### src/rtl/seq_fail_monitor.sv
//==============================================================================
// Module   : seq_fail_monitor
// Purpose  : Checks that "in1 followed one cycle later by in2" never occurs.
//            Outputs saturating pass/fail counters, sticky flags and a
//            timestamped failure FIFO.
// Revision : 1.0
//==============================================================================
`default_nettype none

module seq_fail_monitor #(
    parameter int CW    = 16,
    parameter int TW    = 32,
    parameter int DEPTH = 4
) (
    input  logic          clk,
    input  logic          rst,
    input  logic          dis,
    input  logic          in1,
    input  logic          in2,
    input  logic          clear,
    output logic [CW-1:0] pass_cnt,
    output logic [CW-1:0] fail_cnt,
    output logic          fail_flag,
    output logic          fail_pulse,
    output logic          fail_valid,
    output logic [TW-1:0] fail_time,
    input  logic          fail_ready,
    output logic          ovf
);

    localparam int C_AW = $clog2(DEPTH);

    logic            r_pend;
    logic [TW-1:0]   r_ts;
    logic [TW-1:0]   r_mem [DEPTH];
    logic [C_AW:0]   r_wr_ptr;
    logic [C_AW:0]   r_rd_ptr;

    logic            w_pend_live;
    logic            w_fail;
    logic            w_pass_old;
    logic            w_pass_new;
    logic [1:0]      w_pass_add;
    logic [CW:0]     w_pass_sum;
    logic [CW:0]     w_fail_sum;
    logic            w_empty;
    logic            w_full;
    logic            w_pop;
    logic            w_push;

    // Resolution of the attempt started on the previous edge, then the new one.
    assign w_pend_live = r_pend & ~dis;
    assign w_fail      = w_pend_live & in2;
    assign w_pass_old  = w_pend_live & ~in2;
    assign w_pass_new  = ~dis & ~in1;
    assign w_pass_add  = {1'b0, w_pass_old} + {1'b0, w_pass_new};

    // One extra bit catches overflow so both +1 and +2 saturate cleanly.
    assign w_pass_sum  = {1'b0, pass_cnt} + {{(CW-1){1'b0}}, w_pass_add};
    assign w_fail_sum  = {1'b0, fail_cnt} + {{CW{1'b0}}, w_fail};

    assign w_empty     = (r_wr_ptr == r_rd_ptr);
    assign w_full      = (r_wr_ptr[C_AW] != r_rd_ptr[C_AW]) &&
                         (r_wr_ptr[C_AW-1:0] == r_rd_ptr[C_AW-1:0]);
    assign fail_valid  = ~w_empty;
    assign w_pop       = fail_valid & fail_ready;
    assign w_push      = w_fail & (~w_full | w_pop);
    assign fail_time   = fail_valid ? r_mem[r_rd_ptr[C_AW-1:0]] : '0;

    // Free-running timestamp; clear deliberately leaves it alone.
    always_ff @(posedge clk or posedge rst) begin
        if (rst) begin
            r_ts <= '0;
        end else begin
            r_ts <= r_ts + 1'b1;
        end
    end

    always_ff @(posedge clk or posedge rst) begin
        if (rst) begin
            r_pend     <= 1'b0;
            pass_cnt   <= '0;
            fail_cnt   <= '0;
            fail_flag  <= 1'b0;
            fail_pulse <= 1'b0;
            ovf        <= 1'b0;
            r_wr_ptr   <= '0;
            r_rd_ptr   <= '0;
        end else if (clear) begin
            r_pend     <= 1'b0;
            pass_cnt   <= '0;
            fail_cnt   <= '0;
            fail_flag  <= 1'b0;
            fail_pulse <= 1'b0;
            ovf        <= 1'b0;
            r_wr_ptr   <= '0;
            r_rd_ptr   <= '0;
        end else begin
            r_pend     <= ~dis & in1;
            fail_pulse <= w_fail;
            pass_cnt   <= w_pass_sum[CW] ? {CW{1'b1}} : w_pass_sum[CW-1:0];
            fail_cnt   <= w_fail_sum[CW] ? {CW{1'b1}} : w_fail_sum[CW-1:0];
            if (w_fail) begin
                fail_flag <= 1'b1;
            end
            if (w_fail && w_full && !w_pop) begin
                ovf <= 1'b1;
            end
            if (w_pop) begin
                r_rd_ptr <= r_rd_ptr + 1'b1;
            end
            if (w_push) begin
                r_wr_ptr <= r_wr_ptr + 1'b1;
            end
        end
    end

    always_ff @(posedge clk) begin
        if (w_push && !clear) begin
            r_mem[r_wr_ptr[C_AW-1:0]] <= r_ts;
        end
    end

endmodule

`default_nettype wire

### config.mk
export PLATFORM = sky130hd
export DESIGN_NAME = seq_fail_monitor
export DESIGN_NICKNAME = d
export VERILOG_FILES = /design/src/rtl/seq_fail_monitor.sv
export SDC_FILE = /design/constraint.sdc
export NUM_CORES = 1
export LEC_CHECK = 0
export ABC_AREA = 1
export CAP_MARGIN = 20
export CORE_UTILIZATION = 55
export CTS_BUF_LIST = sky130_fd_sc_hd__clkbuf_8
export DETAILED_ROUTE_END_ITERATION = 16
export GPL_ROUTABILITY_DRIVEN = 0
export GPL_TIMING_DRIVEN = 1
export PLACE_DENSITY = 0.87
export SKIP_LAST_GASP = 1
export SLEW_MARGIN = 20
export SYNTH_ARGS = -nofsm -noshare
export SYNTH_HDL_FRONTEND = slang
export SYNTH_SLANG_ARGS = --single-unit
### constraint.sdc
create_clock -name clk -period 3 [get_ports clk]
set_clock_uncertainty 0.15 [all_clocks]
set_input_delay 0.6 -clock clk [delete_from_list [all_inputs] [get_ports clk]]
set_output_delay 0.6 -clock clk [all_outputs]
set_load 0.1 [all_outputs]
After elaboration in Yosys (flattened, before gate mapping). Memories as Yosys holds them, arrays and structs flattened. Cells that the tools add are included.

Add/sub/neg operators: 6. Equal/unequal tests: 3. Multiplexer cells: 17. Bitwise gates (word level): 13. Reduce and logical (&&, ||, !) cells: 10.

Operators with widths (count): 16-bit two-way mux (4); 32-bit by 1-bit adder with 32-bit output, second input constant (1); 32-bit two-way mux (1); 16-bit by 1-bit adder with 17-bit output (1); 16-bit by 2-bit adder with 17-bit output (1); 3-bit two-way mux (4); 1-bit two-way mux (8); 2-bit nonzero test (4); 1-bit AND (7); 3-bit by 1-bit adder with 3-bit output, second input constant (2); 1-bit NOT (5); 1-bit logical AND (4); 3-bit equality test (1); 1-bit by 1-bit adder with 2-bit output (1); 2-bit equality test (1); 1-bit zero test (2); 1-bit inequality test (1); 1-bit bitwise OR (1).

Bits in registers: 74. Memory bits (writable): 128. Input bits: 7. Output and inout port bits: 68. Memories kept: 1.

Memories: r_mem (depth 4, width 32, read ports 1, clocked after Yosys merged registers in 0, wr ports 1, RTL line 35) `logic [TW-1:0] r_mem [DEPTH];`.

Longest topological paths before layout. Gate-level depths: netlist of run 1.

Depth in word-level cells: 8. Mapped depth: 13. Mapped depth without buffers: 13.

Worst setup path after synthesis of run 1. OpenSTA, ideal clock, no wires.

Path type: in2reg. Start point: in clear. End point: mem r_mem[0][0] (enable). Library setup time: 0.421 ns. Arrival time: 2.422 ns. Setup slack: 0.007 ns. Stages: 4. Buffers on the path: 1. Cell sequence: buf_2 -> nor2_1 -> nand2_1 -> nor2_1.

Cells in the longest elaborated chain, start to end: 4.

RTL lines: start, declared (RTL line 20) `input logic clear,`; 1-bit zero test (RTL line 119) `if (w_push && !clear) begin`; 1-bit logical AND (RTL line 119); 1-bit two-way mux (RTL line 119); 1-bit two-way mux (not written as such) (RTL line 120) `r_mem[r_wr_ptr[C_AW-1:0]] <= r_ts;`; end, declared (RTL line 35).

Every way passes these cells.

Worst setup path in the final report of run 1.
Start point: reg r_wr_ptr[1]. End point: out fail_time[27].

Cells in the longest elaborated chain, start to end: 2.

RTL lines: start, declared (RTL line 36) `logic [C_AW:0] r_wr_ptr;`; start signal, assigned (RTL line 113) `r_wr_ptr <= r_wr_ptr + 1'b1;`; 3-bit equality test (RTL line 62) `assign w_empty = (r_wr_ptr == r_rd_ptr);`; 32-bit two-way mux (RTL line 68) `assign fail_time = fail_valid ? r_mem[r_rd_ptr[C_AW-1:0]] : '0;`; end, declared (RTL line 26) `output logic [TW-1:0] fail_time,`.

Every way passes these cells.

==> reports/results.ini, run 1 <==
[outcome]
run_status = complete, no violations

[power]
comb_power_share_pct = 8.0
power_frac_clock_pct = 39.7
power_mw = 5.640
powerDensity_mw_per_mm2 = 499.8
switching_share_pct = 23.86
intPower_mw = 4.294
p_leak_nw = 4.902
power.switching_mw = 1.346
peakVddDrop_mv = 0.3459
seq_power_share_pct = 52.3

[grt]
grt_pass1_wl_um = 33250
antenna_found_initial = 0
grt_pass1_vias = 6854
grt_remaining_overflow = 0
track_usage_pct = 23.81
grt_max_degree = 44

[yosys]
seq_area_frac_synth_pct = 61.17
synth_fp_nets = 912
ys_ff_latch = 202
netlist_instances = 895
synth_cell_types = 36
yosysWarnings = 0
syn_area_per_cell_um2 = 10.40
syn_area_mm2 = 0.009310

[layout]
regArea_mm2 = 0.005698
nFillCells = 1090
multi_input_area_mm2 = 0.003094
finalNonFillerCells = 1237
drive_gt1_share_pct = 17.11
insertedDiodeCount = 0
fin_area_mm2 = 0.01128
final_util_pct = 68.05
nets = 1010
syn_to_final_growth_pct = 21.21

[clock_network]
cts-buffers-inserted = 30
clkSinkCount = 202
clk_pin_slew_worst_paths_ns = 0.07
cts_setup_buffers = 0
cts_tree = done
clk_path_buf_depth = 3
clkLatencyLatePin_ns = 0.56
cts-root-buf = clkbuf_8
htreeDepth = 1

[timing]
grt_setup_unrepaired = false
setup_tns_ns = 0
final_max_slew_viol_count = 0
period_share_pct = 95.23
hold_viol = 0
timing.final.ws_setup_ns = 0.1432
fin_hold_ws_ns = 0.1704
relSlewSlack_pct = 50.44
worstMarginPinSlew_ns = 0.7426
setup_viol = 0
fin_crit_ns = 2.857
fmax_ghz = 0.3500

[placement]
placed_area_mm2 = 0.01067
dpl.hpwl_um = 13280
dp_cells = 1181
port_buffers = 74
pre_cts_ws_ns = 0.1082

[routing]
vias = 6866
first_pass_iters = 6
drtIter0Drc = 692
post_drt_wl_per_cell_um = 16.71
ant_nets = 0
drcViolationCount = 0
totalWireLength_um = 20670
via_per_inst = 5.551

[setup_path]
critPathTopFamily = buffers and inverters
crit_type = flip-flop to output pin
path_buf_inv = 3
worstSetupEndpointType = output pin
cp_cell_sequence = xor2_1 -> nor2_1 -> nand2_2 -> buf_4 -> nand2_1 -> inv_1 -> buf_12
worstPathRequired_ns = 2.25
worstPathArrival_ns = 2.11
start_kind = flip-flop
cp_slowest_cell = dfrtp_1
max_stage_delay_ns = 0.45
cp_max_fo = 18

[worst_hold_path]
min_path_type = input pin to async pin

[floorplanning]
die_y_um = 132.1
num_rows = 47
ios = 75
core-area_mm2 = 0.01658
start_util_pct = 56.14
die_area_mm2 = 0.01745
die_w_um = 132.1

[job]
cap_viol_max_count = 0

layout make-up:
cell class              instances  share of cell area (%)
repair buffers                 92                   10.72
well taps                     220                   2.439
clock buffers                  34                   4.147
inverters                     105                   3.493
flip-flops and latches        202                   50.49
multi-input cells             562                   27.42
clock inverters                22                   1.286
final timing paths:
kind                                    startpoint                      to  slack, ns  depth (start not counted)
max reg2reg                       r_pend$_DFF_PP0_  fail_cnt[14]$_DFF_PP0_       0.81                         12
max in group asynchronous                      rst   fail_cnt[2]$_DFF_PP0_       1.95                          3
max                        r_wr_ptr[1]$_DFFE_PP0P_           fail_time[27]       0.14                          7
min in group clk             fail_flag$_DFFE_PP0P_   fail_flag$_DFFE_PP0P_       0.35                          1
min                                            rst   pass_cnt[0]$_DFF_PP0_       0.17                          2
min reg2reg                  fail_flag$_DFFE_PP0P_   fail_flag$_DFFE_PP0P_       0.35                          1
cells by family (layout without fill, tap and decap cells):
logic type | count (synthesis) | count (layout) | share of synthesized area (%)
buffers and inverters | 131 | 253 | 5.698
AND/OR/NAND/NOR | 395 | 395 | 19.24
AO/OA/AOI/OAI | 92 | 92 | 5.913
adder cells (fa/ha/maj) | 10 | 10 | 1.425
multiplexers | 32 | 32 | 3.440
flip-flops | 202 | 202 | 61.17
XOR/XNOR | 33 | 33 | 3.104
cell usage after synthesis, drive strengths merged:
library cell | count | area, um2
nand3b | 11 | 82.58
nor3 | 12 | 76.33
mux2i | 32 | 320.3
inv | 105 | 394.1
nor3b | 1 | 7.510
ha | 9 | 112.6
fa | 1 | 20.02
o22ai | 32 | 200.2
a21o | 2 | 15.01
dfrtp | 74 | 1852
nor2 | 108 | 462.9
a21oi | 21 | 138.9
o21a | 1 | 7.510
nand3 | 48 | 255.3
xor2 | 22 | 192.7
edfxtp | 128 | 3844
buf | 18 | 106.4
xnor2 | 11 | 96.34
a31oi | 2 | 18.77
clkbuf | 8 | 30.03
nand2 | 197 | 749.5
o21ai | 34 | 170.2
nand4 | 18 | 157.7
layout by cell type (no fill, tap or decap), types with 6 or more instances in the layout:
cell             instances
clkinv_2                 8
xnor2_1                 11
edfxtp_1               128
o21ai_0                 34
nor2_2                  12
mux2i_1                 32
xor2_1                  22
nand3_1                 45
clkbuf_8                34
nand2_1                193
ha_1                     9
nor3_1                  10
buf_4                   45
nand3b_1                11
nor2_1                  91
inv_1                  109
nand4_1                 15
o22ai_1                 32
clkdlybuf4s50_1          6
buf_12                  40
dfrtp_1                 72
a21oi_2                  9
a21oi_1                 12
registers in the layout (all words and copies together), names as in the netlist:
signal      flops
fail_pulse      1
fail_flag       1
fail_cnt       16
r_rd_ptr        3
ovf             1
pass_cnt       16
r_wr_ptr        3
r_ts           32
r_mem         128
r_pend          1
per-layer routing:
metal	routed length, um	track usage (%)	up-vias
met5	0	0	-
met4	377	9.561	0
met3	1363	3.845	37
met2	10710	41.68	319
met1	8217	29.56	3293
li1	-	-	3217
power by group through the flow:
stage	Clock [mW]	Sequential, mW	Combinational, mW
3_3_place_gp	0	3.00	0.448
5_1_grt	2.38	2.95	0.472
2_1_floorplan	0	3.03	0.274
4_1_cts	2.26	2.95	0.456
3_5_place_dp	0	3.01	0.454
6_report	2.24	2.95	0.452
worst reg2reg max path: cells and delay by family, from the launching register on:
family / cells / cell delay (ns)
buffers and inverters: 3 / 0.31
adders and majority gates: 2 / 0.39
DFF: 1 / 0.34
and+or+nand+nor: 7 / 0.95
timing repair:
action	4_1_cts	5_1_grt
endpoints found under the hold margin	0	0
endpoints found under the setup margin	0	8
hold buffers	0	0
resized for setup	0	1
Power figures use the tool's default switching activity.
==> run 2, diff against run 1 <==
Settings changed: MAX_ROUTING_LAYER from default to met4, PLACE_DENSITY 0.87 to 0.84.
Clock period 3 ns to 3.6 ns, I/O delays scaled along.
==> reports/results.ini, run 2 (synthesis gave the netlist of run 1 again) <==
[timing]
fin_crit_ns = 3.216
fmax_ghz = 0.3109
setup_viol = 0
setup_tns_ns = 0
worstMarginPinSlew_ns = 0.9945
relSlewSlack_pct = 33.49
period_share_pct = 89.34
final_max_slew_viol_count = 0
timing.final.ws_setup_ns = 0.3836
hold_viol = 0
grt_setup_unrepaired = false

[worst_hold_path]
min_path_type = input pin to async pin

[grt]
grt_pass1_wl_um = 31930
grt_pass1_vias = 6541
grt_max_degree = 67
antenna_found_initial = 0
grt_remaining_overflow = 0
track_usage_pct = 23.49

[clock_network]
clkSinkCount = 202
clkLatencyLatePin_ns = 0.57
cts_tree = done
htreeDepth = 1
postCtsHoldBufs = 0
cts_setup_buffers = 0
clk_pin_slew_worst_paths_ns = 0.07
cts-buffers-inserted = 31
clk_path_buf_depth = 3
cts_resized = 0
cts-root-buf = clkbuf_8

[layout]
nets = 1007
largest_register_ffs = 128
drive_gt1_share_pct = 16.45
final_common_cell = nand2_1
syn_to_final_growth_pct = 20.40
insertedDiodeCount = 0
mostFrequentLayoutCells = 193 x nand2_1, 128 x edfxtp_1, 113 x inv_1, 91 x nor2_1, 72 x dfrtp_1
nFillCells = 1216

[power]
switching_share_pct = 24.19
peakVddDrop_mv = 0.2629
power_mw = 4.728
seq_power_share_pct = 52.0
power.switching_mw = 1.144
power_frac_clock_pct = 40.2
powerDensity_mw_per_mm2 = 421.8
intPower_mw = 3.585
p_leak_nw = 4.876
comb_power_share_pct = 7.9

[setup_path]
cp_max_fo = 21
cpMostUsedCell = buf_12
worstPathRequired_ns = 2.73
cp_cell_sequence = xor2_1 -> nor2_1 -> nand2_2 -> buf_12 -> nand2_1 -> inv_1 -> buf_12
worstPathArrival_ns = 2.35
start_kind = flip-flop
max_stage_delay_ns = 0.45
worstSetupEndpointType = output pin
crit_type = flip-flop to output pin
cp_slowest_cell = dfrtp_1
reg2reg_depth = 10

[floorplanning]
num_rows = 47
die_y_um = 132.1
core-area_mm2 = 0.01658
ios = 75
die_area_mm2 = 0.01745
start_util_pct = 56.14
die_w_um = 132.1

[routing]
via_per_inst = 5.366
ant_nets = 0
vias = 6627
first_pass_iters = 5
drtIter0Drc = 562
totalWireLength_um = 19390
post_drt_wl_per_cell_um = 15.70
drcViolationCount = 0

[placement]
port_buffers = 74
pre_cts_ws_ns = 0.4931
dpl.hpwl_um = 12620

[outcome]
run_status = complete, no violations

[job]
cap_viol_max_count = 0

==> run 2: metrics by stage <==
stage	area, um2	hold WS, ns	utilization [%]	instances
floorplan	9310	0.3260	-	895
finish	11210	0.2367	67.59	1235
detailed placement	10580	0.3353	63.81	1177
global placement	10580	0.3385	63.81	1177
global route	11210	0.2473	67.59	1235
CTS	11210	0.2159	67.59	1235
==> run 2: critical path, delay by kind of cell (launching register included) <==
| kind | cells | cell delay (ns) |
|---|---|---|
| flip-flops | 1 | 0.45 |
| AND/OR/NAND/NOR | 3 | 0.61 |
| XOR/XNOR | 1 | 0.20 |
| buffers and inverters | 3 | 0.51 |
==> run 2: area by class of cell <==
cell class / instances / area (um2) / share of cell area [%]
sequential: 202 / 5698 / 50.83
tap: 220 / 275.3 / 2.456
inverter: 105 / 394.1 / 3.516
multi-input combinational: 562 / 3094 / 27.60
timing repair buffer: 88 / 1121 / 10.00
clock inverter: 24 / 158.9 / 1.418
clock buffer: 34 / 467.9 / 4.175
==> run 2: power by group through the flow <==
stage                     clock (mW)  sequential (mW)  combinational [mW]
after floorplan                    0             2.52               0.228
after global placement             0             2.50               0.371
after detailed placement           0             2.50               0.374
after CTS                       1.93             2.46               0.375
after global routing            2.04             2.46               0.389
final                           1.90             2.46               0.371
==> run 2: metal layers <==
metal  wire length, um  share of wire, %  track usage [%]
met1              8448                44            30.22
met2              9410                49            37.54
met3               940               4.8            3.268
met4               592               3.1            10.14
met5                 0                 0                -
==> run 2: path summary, 6_finish.rpt <==
path                                            to  slack, ns                     from
max                                  fail_time[31]       0.38  r_wr_ptr[1]$_DFFE_PP0P_
min                          pass_cnt[7]$_DFF_PP0_       0.24                      rst
max reg2reg                 pass_cnt[15]$_DFF_PP0_       1.36         r_pend$_DFF_PP0_
min reg2reg                  fail_flag$_DFFE_PP0P_       0.34    fail_flag$_DFFE_PP0P_
max in group asynchronous  r_rd_ptr[0]$_DFFE_PP0P_       2.29                      rst
min in group clk             fail_flag$_DFFE_PP0P_       0.34    fail_flag$_DFFE_PP0P_
==> run 3, diff against run 2 <==
Settings changed: CELL_PAD_IN_SITES_DETAIL_PLACEMENT from default to 0, CELL_PAD_IN_SITES_GLOBAL_PLACEMENT from default to 2, CORE_UTILIZATION 55 to 43, PLACE_DENSITY 0.84 to 0.95.
==> reports/results.ini, run 3 (synthesis gave the netlist of run 1 again) <==
[layout]
final_util_pct = 53.79
largest_register_ffs = 128
multi_input_area_mm2 = 0.003109
mostFrequentLayoutCells = 193 x nand2_1, 128 x edfxtp_1, 114 x inv_1, 91 x nor2_1, 72 x dfrtp_1
drive_gt1_share_pct = 16.80
regArea_mm2 = 0.005698
syn_to_final_growth_pct = 22.23
final_common_cell = nand2_1
insertedDiodeCount = 0
nFillCells = 1847
nets = 1008

[power]
power_mw = 4.832
comb_power_share_pct = 7.7
power_frac_clock_pct = 41.4
peakVddDrop_mv = 0.1906
p_leak_nw = 4.897
seq_power_share_pct = 50.9
powerDensity_mw_per_mm2 = 424.6
intPower_mw = 3.658
switching_share_pct = 24.31
power.switching_mw = 1.174

[timing]
setup_viol = 0
hold_viol = 0
final_max_slew_viol_count = 0
period_share_pct = 87.48
worstMarginPinSlew_ns = 0.9585
grt_setup_unrepaired = false
setup_tns_ns = 0
fmax_ghz = 0.3175
fin_crit_ns = 3.149
relSlewSlack_pct = 35.90

[setup_path]
cp_slowest_cell = dfrtp_1
cpMostUsedCell = buf_12
crit_type = flip-flop to output pin
start_kind = flip-flop
worstPathRequired_ns = 2.73
worstSetupEndpointType = output pin
cp_cell_sequence = xor2_1 -> nor2_1 -> nand2_2 -> buf_12 -> nand2_1 -> inv_1 -> buf_12
cp_max_fo = 20
worstPathArrival_ns = 2.28
max_stage_delay_ns = 0.44

[grt]
grt_pass1_vias = 5964
grt_max_degree = 67
grt_pass1_wl_um = 31780
antenna_found_initial = 0
grt_remaining_overflow = 0
track_usage_pct = 18.91

[routing]
vias = 6377
drtIter0Drc = 368
drcViolationCount = 0
ant_nets = 0
via_per_inst = 4.932
post_drt_wl_per_cell_um = 15.09
first_pass_iters = 5
totalWireLength_um = 19510

[clock_network]
cts_resized = 0
clk_pin_slew_worst_paths_ns = 0.05
cts-buffers-inserted = 36
cts_tree = done
postCtsHoldBufs = 0
clkSinkCount = 202
clk_path_buf_depth = 3
htreeDepth = 2
cts-root-buf = clkbuf_8
clkLatencyLatePin_ns = 0.52
cts_setup_buffers = 0

[floorplanning]
ios = 75
start_util_pct = 44.01
die_w_um = 149.1
num_rows = 53
die_area_mm2 = 0.02224
core-area_mm2 = 0.02115
die_y_um = 149.1

[job]
cap_viol_max_count = 0

[outcome]
run_status = complete, no violations

[placement]
dpl.hpwl_um = 12580
port_buffers = 74

[worst_hold_path]
min_path_type = flip-flop to flip-flop

## run 3: cell types whose count changed in the layout (fill, tap and decap cells not counted), sizes merged
cell / previous run / this run
clkbuf: 34 / 43
clkdlybuf4s50: 9 / 8
clkinvlp: 0 / 3
bufinv: 2 / 0
clkinv: 10 / 7
buf: 79 / 76
## run 3: path summary, 6_finish.rpt
check / startpoint / end / slack, ns / cells after the start
worst min register to register: fail_flag$_DFFE_PP0P_ / fail_flag$_DFFE_PP0P_ / 0.35 / 1
min in group asynchronous: rst / r_pend$_DFF_PP0_ / 0.48 / 2
worst min-delay path: fail_flag$_DFFE_PP0P_ / fail_flag$_DFFE_PP0P_ / 0.35 / 1
worst max-delay path: r_wr_ptr[0]$_DFFE_PP0P_ / fail_time[27] / 0.45 / 7
worst max register to register: r_pend$_DFF_PP0_ / pass_cnt[9]$_DFF_PP0_ / 1.32 / 10
max in group asynchronous: rst / r_rd_ptr[0]$_DFFE_PP0P_ / 2.12 / 3
## run 3: final cells by class
| type | count | share of cell area, % |
|---|---|---|
| flip-flops and latches | 202 | 50.07 |
| multi-input cells | 562 | 27.32 |
| repair buffers | 84 | 10.01 |
| clock buffers | 43 | 5.201 |
| inverters | 105 | 3.463 |
| well taps | 275 | 3.024 |
| clock inverters | 22 | 0.9126 |
## run 3: metal layers
layer / track usage (%) / vias up / routed length, um
li1: - / 3210 / -
met1: 26.57 / 3026 / 9451
met2: 28.30 / 107 / 9006
met3: 3.180 / 34 / 709
met4: 5.357 / 0 / 340
met5: - / - / 0
## run 3: worst max-delay path, delay by kind of cell (launching register included)
family,cells,cell delay [ns]
flops,1,0.44
simple gates,3,0.62
buf+inv,3,0.51
xor+xnor,1,0.19
## run 3: stage by stage
step | worst slack [ns] | hold slack, ns | area (um2) | instances
CTS | 0.3751 | 0.3705 | 11380 | 1293
global placement | 0.4982 | 0.3562 | 10680 | 1228
floorplan | 0.4869 | 0.3260 | 9310 | 895
detailed placement | 0.4159 | 0.3549 | 10680 | 1228
finish | 0.4508 | 0.3546 | 11380 | 1293
global route | 0.2482 | 0.3812 | 11380 | 1293
## run 3: power groups by stage
| stage | Sequential, mW | Combinational (mW) | Clock, mW |
|---|---|---|---|
| 2_1_floorplan | 2.52 | 0.228 | 0 |
| 4_1_cts | 2.46 | 0.378 | 2.05 |
| 3_5_place_dp | 2.50 | 0.377 | 0 |
| 6_report | 2.46 | 0.373 | 2.00 |
| 5_1_grt | 2.46 | 0.394 | 2.16 |
| 3_3_place_gp | 2.50 | 0.376 | 0 |
